`src/rtl/uart_rx_mmio.sv`:
```
// uart_rx_mmio -- 8N1 UART receiver with a small receive FIFO behind a
// read-only memory-mapped register pair.
//
// Ports
//   clk    : single clock, all state on the rising edge
//   rst    : asynchronous reset, active low
//   rx     : asynchronous serial input, idle high, LSB first
//   rEn    : bus read strobe, one access per asserted cycle
//   addr   : bus byte address
//   rData  : read data, combinational from addr and current state
//   rxIrq  : registered "FIFO non-empty", lags the FIFO state by one cycle
//
// Register map
//   0xFFFF_FFF8 DATA   : {24'b0, head byte}, reading with rEn pops the head
//   0xFFFF_FFF4 STATUS : {28'b0, FE, OVR, full, nonEmpty}, reading with rEn
//                        clears FE and OVR
module uart_rx_mmio #(
    parameter int CLKS_PER_BIT = 16,
    parameter int FIFO_DEPTH   = 8
) (
    input  logic        clk,
    input  logic        rst,
    input  logic        rx,
    input  logic        rEn,
    input  logic [31:0] addr,
    output logic [31:0] rData,
    output logic        rxIrq
);

    localparam int CW = $clog2(CLKS_PER_BIT);
    localparam int AW = $clog2(FIFO_DEPTH);

    localparam logic [31:0]   DATA_ADDR   = 32'hFFFF_FFF8;
    localparam logic [31:0]   STATUS_ADDR = 32'hFFFF_FFF4;
    localparam logic [CW-1:0] HALF_BIT    = CW'(CLKS_PER_BIT / 2 - 1);
    localparam logic [CW-1:0] LAST_TICK   = CW'(CLKS_PER_BIT - 1);
    localparam logic [AW:0]   DEPTH_CNT   = (AW + 1)'(FIFO_DEPTH);

    typedef enum logic [1:0] {IDLE, START, DATA, STOP} rxState_e;

    // ------------------------------------------------------------------
    // Input synchronizer; both flops reset to the idle line level so a
    // reset never looks like a start bit.
    // ------------------------------------------------------------------
    logic rxMeta, rxSync;

    always_ff @(posedge clk or negedge rst) begin
        if (!rst) begin
            rxMeta <= 1'b1;
            rxSync <= 1'b1;
        end else begin
            rxMeta <= rx;
            rxSync <= rxMeta;
        end
    end

    // ------------------------------------------------------------------
    // Receive FSM. START samples at mid start bit; from then on every
    // sample is a full bit period later, so DATA and STOP sample mid-bit
    // and STOP returns to IDLE half a bit early, leaving slack to catch a
    // back-to-back start edge.
    // ------------------------------------------------------------------
    rxState_e        state;
    logic [CW-1:0]   bitCnt;
    logic [2:0]      bitIdx;
    logic [7:0]      shiftReg;

    always_ff @(posedge clk or negedge rst) begin
        if (!rst) begin
            state    <= IDLE;
            bitCnt   <= '0;
            bitIdx   <= '0;
            shiftReg <= '0;
        end else begin
            case (state)
                IDLE: begin
                    if (!rxSync) begin
                        state  <= START;
                        bitCnt <= '0;
                    end
                end
                START: begin
                    if (bitCnt == HALF_BIT) begin
                        bitCnt <= '0;
                        if (!rxSync) begin
                            state  <= DATA;
                            bitIdx <= '0;
                        end else begin
                            state  <= IDLE;   // glitch, not a real start bit
                        end
                    end else begin
                        bitCnt <= bitCnt + CW'(1);
                    end
                end
                DATA: begin
                    if (bitCnt == LAST_TICK) begin
                        bitCnt           <= '0;
                        shiftReg[bitIdx] <= rxSync;
                        if (bitIdx == 3'd7) state  <= STOP;
                        else                bitIdx <= bitIdx + 3'd1;
                    end else begin
                        bitCnt <= bitCnt + CW'(1);
                    end
                end
                STOP: begin
                    if (bitCnt == LAST_TICK) begin
                        bitCnt <= '0;
                        state  <= IDLE;
                    end else begin
                        bitCnt <= bitCnt + CW'(1);
                    end
                end
                default: begin
                    state  <= IDLE;
                    bitCnt <= '0;
                end
            endcase
        end
    end

    // Stop-bit sample strobes, decoded from registered FSM state so the
    // FIFO sees the byte on the same edge the stop bit is sampled.
    logic stopSample, pushReq, feSet;

    assign stopSample = (state == STOP) && (bitCnt == LAST_TICK);
    assign pushReq    = stopSample &&  rxSync;
    assign feSet      = stopSample && !rxSync;

    // ------------------------------------------------------------------
    // Receive FIFO and bus decode
    // ------------------------------------------------------------------
    logic [7:0]    mem [FIFO_DEPTH];
    logic [AW-1:0] wrPtr, rdPtr;
    logic [AW:0]   count;
    logic          nonEmpty, full;
    logic          isData, isStatus;
    logic          pop, wrAccept, ovrSet, flagClr;
    logic          ovr, fe;

    assign nonEmpty = (count != '0);
    assign full     = (count == DEPTH_CNT);
    assign isData   = (addr == DATA_ADDR);
    assign isStatus = (addr == STATUS_ADDR);

    assign pop      = rEn && isData && nonEmpty;
    // A pop on the same edge frees the slot, so a full FIFO still accepts.
    assign wrAccept = pushReq && (!full || pop);
    assign ovrSet   = pushReq && full && !pop;
    assign flagClr  = rEn && isStatus;

    // When full, wrPtr == rdPtr; a simultaneous push/pop overwrites the
    // slot whose old contents are being popped on this same edge.
    always_ff @(posedge clk) begin
        if (wrAccept) mem[wrPtr] <= shiftReg;
    end

    always_ff @(posedge clk or negedge rst) begin
        if (!rst) begin
            wrPtr <= '0;
            rdPtr <= '0;
            count <= '0;
            ovr   <= 1'b0;
            fe    <= 1'b0;
            rxIrq <= 1'b0;
        end else begin
            if (wrAccept) wrPtr <= wrPtr + AW'(1);
            if (pop)      rdPtr <= rdPtr + AW'(1);
            case ({wrAccept, pop})
                2'b10:   count <= count + (AW + 1)'(1);
                2'b01:   count <= count - (AW + 1)'(1);
                default: count <= count;
            endcase
            // A new error event beats a same-cycle clear.
            ovr   <= ovrSet | (ovr & !flagClr);
            fe    <= feSet  | (fe  & !flagClr);
            rxIrq <= nonEmpty;
        end
    end

    always_comb begin
        rData = 32'h0;
        if (isData && nonEmpty) rData = {24'b0, mem[rdPtr]};
        else if (isStatus)      rData = {28'b0, fe, ovr, full, nonEmpty};
    end

endmodule
```
`config.mk`:
```
export PLATFORM = sky130hd
export DESIGN_NAME = uart_rx_mmio
export DESIGN_NICKNAME = d
export VERILOG_FILES = /design/src/rtl/uart_rx_mmio.sv
export SDC_FILE = /design/constraint.sdc
export NUM_CORES = 1
export LEC_CHECK = 0
export ABC_AREA = 1
export ABC_CLOCK_PERIOD_IN_PS = 2500
export CAP_MARGIN = 40
export CORE_AREA = 3 3 112 114
export DETAILED_ROUTE_END_ITERATION = 16
export DIE_AREA = 0 0 115 117
export HOLD_SLACK_MARGIN = 0.1
export PLACE_DENSITY = 0.64
export SETUP_SLACK_MARGIN = 0.4
export SLEW_MARGIN = 10
export SYNTH_ARGS = -nofsm -noshare
export SYNTH_HDL_FRONTEND = slang
export SYNTH_SLANG_ARGS = --single-unit
```
`constraint.sdc`:
```
create_clock -name clk -period 2.5 [get_ports clk]
set_input_delay 0.5 -clock clk [delete_from_list [all_inputs] [get_ports clk]]
set_output_delay 0.5 -clock clk [all_outputs]
set_load 0.01 [all_outputs]
```
==> flow_summary_export.csv <==
group,metric,value,unit
global_route,antenna_found_initial,0,
cells_and_area,final.fill_count,978,
status,status,"finished clean",
floorplan,dieArea,0.01346,mm²
drt,drt-total-wl,10.32,mm
cells_and_area,drive_above_1_share,0.3151,
synthesis,synth_compound_area_frac,0.1037,
timing,rsz0062_at_grt,"true",
synthesis,syn_area,0.004621,mm²
floorplan,die_h,117,µm
power,p_leak,2.741,nW
drt,avgViaCountPerCell,4.867,
clocking,root_buffer,"clkbuf_16",
cells_and_area,multi_input_area,0.001848,mm²
power,power_density,584.1,mW/mm²
timing,clock_skew,0.004760,ns
flow_run,maxCapViolCount,0,
global_route,track_usage,0.1614,
drt,wl_per_cell,14.19,µm
floorplan,dieWidth,115,µm
synthesis,syn_area_per_cell,9.937,µm²
synthesis,synth_seq_cells,96,
clocking,clock_latency,0.34,ns
clocking,cts_tree,"built",
worst_setup_path,critPathLaunchType,"register",
timing,finalHoldViolations,0,
drt,dr.pass1.iters,4,
timing,worstMarginPinSlew,0.5739,ns
global_route,grt_pass1_vias,3480,
clocking,clock_sinks,96,
synthesis,synth_mux_area_frac,0,
timing,finalMaxSlewViolations,0,
synthesis,synth_cells,465,
worst_setup_path,required,2.00,ns
synthesis,ys_top_cells_by_count,"nand2_1 (91), edfxtp_1 (64), nor2_1 (50)",
cells_and_area,regArea,0.002726,mm²
timing,finalSetupViolCount,0,
timing,fin_ws,0.2532,ns
synthesis,ys_seq_area_frac,0.5898,
worst_setup_path,cpMaxStageDelayCell,"dfrtp_2",
synthesis,yosys_warnings,0,
timing,period_share,0.8987,
floorplan,fp.coreArea,0.01152,mm²
synthesis,synthDistinctLibCells,39,
drt,drt_iter0_drc,206,
placement,dp_hpwl,7.223,mm
synthesis,yosys.area.top_type,"edfxtp_1",
clocking,cts_hold_buf,0,
drt,ant_nets,0,
synthesis,yosysTopAreaCellShare,0.4159,
worst_setup_path,slowest_delay,0.47,ns
global_route,grt_max_degree,33,
floorplan,initial_utilization,0.4012,
worst_setup_path,path_delay_family,"flip-flops",
synthesis,async_flop_share,0.3333,
synthesis,synth.most_common_cell,"nand2_1",
worst_setup_path,worstSetupPathType,"register to output port",
worst_setup_path,crit_path_max_fanout,8,
worst_setup_path,crit_arrival,1.75,ns
drt,drc_errors,0,
timing,maxSlewHeadroom,0.6145,
cells_and_area,area_growth,36.53,%
clocking,cts_made_buffers,9,
floorplan,io_pins,69,
cells_and_area,diodes,0,
global_route,overflow,0,
power,ir_drop,0.3265,mV
floorplan,num_rows,39,
clocking,path_clk_slew,0.06,ns
worst_setup_path,critPathBufInv,4,
synthesis,synth.area.top_cells,"edfxtp_1 (42%), dfrtp_1 (16%), nand2_1 (7.4%)",
global_route,grt_first_pass_wirelength,16.75,mm
clocking,htree_levels,3,
synthesis,yosys.area_share.simple,0.1877,
synthesis,synth_edf_count,64,
synthesis,synthAdderAreaFrac,0.01625,
drt,vias,3538,
synthesis,ys.flop_type,"edfxtp_1",
placement,dpl_worst_slack,-0.4591,ns
cells_and_area,final_nets,621,
timing,fmax,445.1,MHz
clocking,clk_path_buf_depth,2,
placement,gp_congestion,0.7980,
placement,io_buffer_count,44,
synthesis,synth_xor_area_frac,0.01516,
timing,final.min_clock_period,2.247,ns
synthesis,synth_top_family_by_area,"simple AND/OR/NAND/NOR gates",
worst_hold_path,min_path_type,"register to register",
timing,whs,0.3568,ns
worst_setup_path,cp-end-kind,"output port",
worst_setup_path,path_cells,"clkinv_4 -> buf_6 -> buf_16 -> nand2_4 -> a32o_2 -> a211oi_2 -> buf_2",
[cell usage in the layout (no fill, tap or decap), types with 11 or more instances in the layout]
cell type and count:
nand2_1 78, edfxtp_1 64, buf_4 49, nor2_1 41, o21ai_0 30, inv_1 30, dfrtp_1 29, conb_1 24
buf_6 22, dlygate4sd2_1 20, a21oi_1 14, o21ai_1 13, nand3_1 13, buf_2 12, nand2_2 11
[through the flow]
step / instances / utilization / power, mW / setup TNS, ns / area (µm²)
after global routing: 727 / 0.5478 / 3.838 / 0 / 6309
after detailed placement: 680 / 0.4785 / 2.138 / -18.93 / 5510
after CTS: 721 / 0.5346 / 3.702 / 0 / 6156
after floorplan: 488 / - / 2.052 / 0 / 4793
final: 727 / 0.5478 / 3.685 / 0 / 6309
after global placement: 680 / 0.4785 / 2.128 / -13.76 / 5510
[report_power, final]
group / internal (mW) / switching (mW)
registers: 1.73 / 0.0607
logic: 0.130 / 0.200
clock network: 0.978 / 0.586
[what timing repair did]
action,4_1_cts,5_1_grt
setup endpoints to repair,76,59
gates resized for setup,142,44
buffers inserted,24,6
pin swaps,47,31
gates cloned,1,0
[metal layers]
| metal | GRT usage | wire, µm | vias to the layer above |
|---|---|---|---|
| li1 | - | - | 1759 |
| met1 | 0.1963 | 4291 | 1678 |
| met2 | 0.2840 | 5271 | 87 |
| met3 | 0.03342 | 571 | 14 |
| met4 | 0.06025 | 181 | 0 |
| met5 | 0 | 0 | - |
[state kept, by name, indices dropped and copies added (netlist names), named ones only]
register,cells
rxSync,1
bitCnt,4
rxMeta,1
wrPtr,3
bitIdx,3
count,4
ovr,1
state,1
shiftReg,8
fe,1
rxIrq,1
rdPtr,3
mem,64
[area by class of cell]
class / instances / area share
tap: 143 / 0.02836
timing repair buffer: 117 / 0.1638
multi-input combinational: 311 / 0.2929
clock inverter: 7 / 0.01884
inverter: 44 / 0.02816
sequential: 96 / 0.4322
clock buffer: 9 / 0.03570
[path summary, 6_finish.rpt]
kind / start / to / slack (ns) / depth (start not counted)
setup / recovery: rdPtr[0]$_DFFE_PN0P_ / rData[5] / 0.25 / 7
hold / removal: rxMeta$_DFF_PN1_ / rxSync$_DFF_PN1_ / 0.36 / 0
setup reg to reg: count[1]$_DFFE_PN0P_ / mem[4][2]$_DFFE_PP_ / 0.40 / 12
hold reg to reg: rxMeta$_DFF_PN1_ / rxSync$_DFF_PN1_ / 0.36 / 0
max in group asynchronous: rst / rdPtr[0]$_DFFE_PN0P_ / 1.61 / 2
min in group asynchronous: rst / count[2]$_DFFE_PN0P_ / 0.56 / 2
[logic make-up (layout without fill, tap and decap cells)]
| logic type | count (synthesis) | count (layout) |
|---|---|---|
| AOI/OAI and AO/OA | 85 | 85 |
| xor gates and xnor gates | 8 | 8 |
| adders and majority gates | 6 | 6 |
| buffers and inverters | 81 | 177 |
| DFF | 96 | 96 |
| other | 1 | 24 |
| and+or+nand+nor | 188 | 188 |
No activity file was read; power rests on OpenSTA's default activity.
==> RTL change (config.mk and constraints unchanged) <==
Set the parameter `FIFO_DEPTH` to 4 (it was 8).
--- a/src/rtl/uart_rx_mmio.sv
+++ b/src/rtl/uart_rx_mmio.sv
@@ -18,3 +18,3 @@
     parameter int CLKS_PER_BIT = 16,
-    parameter int FIFO_DEPTH   = 8
+    parameter int FIFO_DEPTH   = 4
 ) (
Formal check against the unedited RTL: same outputs for any inputs over 10 cycles, from zero or initial values and one cycle with rst low; that may be too few to reach the edited logic, so the function may still have changed.
==> RTL change against the original RTL <==
  * Clock power is 15% lower
  * Sequential cell count is 35 lower
  * Worst hold slack better by 0.83 ps
  * Power is 24% lower
  * Setup slack better by 120 ps
  * Routed wire length is 38% lower
  * Maximum frequency is 5.4% higher
  * Synthesized cell count is 30% lower
  * First-iteration DRC count is 58% lower
  * Design area is 35% lower
  * Via count is 33% lower
  * Area after synthesis is 33% lower
==> RTL change: results (changes against the original RTL) <==
CP endpoint: rData[1]
R2R Path Start: count[0]
DPL Wire Length: 4.44 mm (-39%)
xor-xnor portion of the synthesized cell area: 1.42% (-0.095 points)
Worst R2R Path Depth: 12 (unchanged)
outcome: finished, final reports clean
register area share after synthesis: 54.8% (-4.1 points)
number of global-route vias before repair: 2214 (-36%)
flop2flop setup slack: 480 ps (+80 ps)
WP data arrival: 1630 ps (-120 ps)
RePlAce Congestion: 0.784 (-1.8%)
placed inst area: 0.00368 mm2 (-33%)
Leak: 1.80 nW (-34%)
maximum VDD drop: 0.343 mV (+4.9%)
Reg clk slew, reported paths: 50 ps
starting DRC count in detailed routing: 86 (-58%)
number of synthesized flops with an enable pin: 32 (-50%)
count of cell types in the netlist: 32 (-18%)
total vias in the final route: 2365 (-33%)
Filler cells: 1143 (+17%)
largest net degree at the start of global routing: 30 (-9.1%)
Clock Tree Root: clkbuf_16
largest cells by area after synthesis: edfxtp_1, dfrtp_1, nand2_1
TritonCTS buffer count: 9 (unchanged)
share of cells above drive strength 1: 31.3% (-0.24 points)
first-pass GRT wire length: 10.1 mm (-40%)
Fin Clk Skew: 9.28 ps (+4.52 ps)
post-synthesis adder-cell area fraction: 3.49% (+1.9 points)
commonest cells in the synthesized netlist: nand2_1, nor2_1, inv_1
Ys Warns: 0 (unchanged)
worst flop-to-flop path endpoint: count[1]
H-tree depth: 3 (unchanged)
Min-Delay Path Class: reg -> reg
Total GRT Usage: 9.56% (-6.6 points)
ant diodes: 0 (unchanged)
FFs w/ async S/R, synth: 47.5% (+14 points)
Final #Nets: 442 (-29%)
critical path startpoint: addr[4]
post-synthesis compound-gate area fraction: 9.34% (-1.0 points)
Crit-path slowest cell: nor4_4
Top Registers: mem x32, shiftReg x8, bitCnt x4
Detailed Route WL: 6.44 mm (-38%)
critical path peak fanout: 2 (-6)
max-capacitance violation count: 0 (unchanged)
max incr delay on CP: 270 ps (-200 ps)
Clock Latency Late Sink: 330 ps
initial antenna violation count: 0 (unchanged)
number of port buffers: 44 (unchanged)
[RTL change: cell types whose count changed after synthesis, sizes merged, moves of 9 or more]
cell / change
clkbuf: -9
edfxtp: -32
o21ai: -13
nor2: -14
nand2: -37
o22ai: -11
[RTL change: worst min-delay path by stage]
| stage | slack, ps | to | cells past startpoint | from |
|---|---|---|---|---|
| 3_5_place_dp | 350 | rxSync | 0 | rxMeta |
| 4_1_cts | 360 | rxSync | 0 | rxMeta |
| 6_report | 360 | rxSync | 0 | rxMeta |
| 5_1_grt | 370 | rxSync | 0 | rxMeta |
| 2_1_floorplan | 200 | asynchronous set/reset pin | 0 | rst |
| 3_3_place_gp | 350 | rxSync | 0 | rxMeta |
[RTL change: cell type report]
class,instances,area [um2],area share (%)
well taps,143,179,4.35
multi-input cells,222,1270,31.0
repair inverters,1,7.51,0.182
flip-flops and latches,61,1690,41.1
repair buffers,66,492,11.9
clock inverters,7,98.8,2.40
inverters,37,149,3.62
clock buffers,9,225,5.47
[RTL change: kinds of logic (layout without fill, tap and decap cells)]
family	Yosys count	after routing
AND/OR/NAND/NOR	131	131
other	1	24
flip-flops	61	61
XOR/XNOR	5	5
AO/OA/AOI/OAI	54	54
buffers and inverters	66	120
adder cells (fa/ha/maj)	8	8
[RTL change: worst max-delay path, delay by kind of cell]
| kind | cells | cell delay, ps |
|---|---|---|
| simple gates | 4 | 600 |
| buf+inv | 4 | 420 |
| compound gates | 1 | 100 |
[RTL change: per-stage QoR]
step	worst slack, ps	hold WS (ps)	std cells	util (%)
final	369	358	546	35.7
after CTS	389	358	542	35.0
after detailed placement	-426	351	520	32.0
after global placement	-358	349	520	32.0
after floorplan	497	204	349	-
after global routing	294	366	546	35.7
[RTL change: timing repair]
| item | in CTS | in global routing |
|---|---|---|
| cloned | 1 | 0 |
| buffers inserted | 5 | 4 |
| pin swaps | 32 | 30 |
| resized for setup | 110 | 61 |
| endpoints found under the hold margin | 0 | 0 |
| setup endpoints to repair | 42 | 42 |
| hold buffers | 0 | 0 |
[RTL change: report_power, final]
part           internal [W]  total, W  switching (W)
sequential          0.00111   0.00117      0.0000641
combinational      0.000121  0.000309       0.000188
clock              0.000876   0.00132       0.000440
[RTL change: per-layer routing]
layer	track usage [%]	wire (um)	vias up
met2	16.7	3040	90
met4	2.82	62	0
met5	0	0	-
met3	3.44	511	9
li1	-	-	1169
met1	11.0	2820	1097
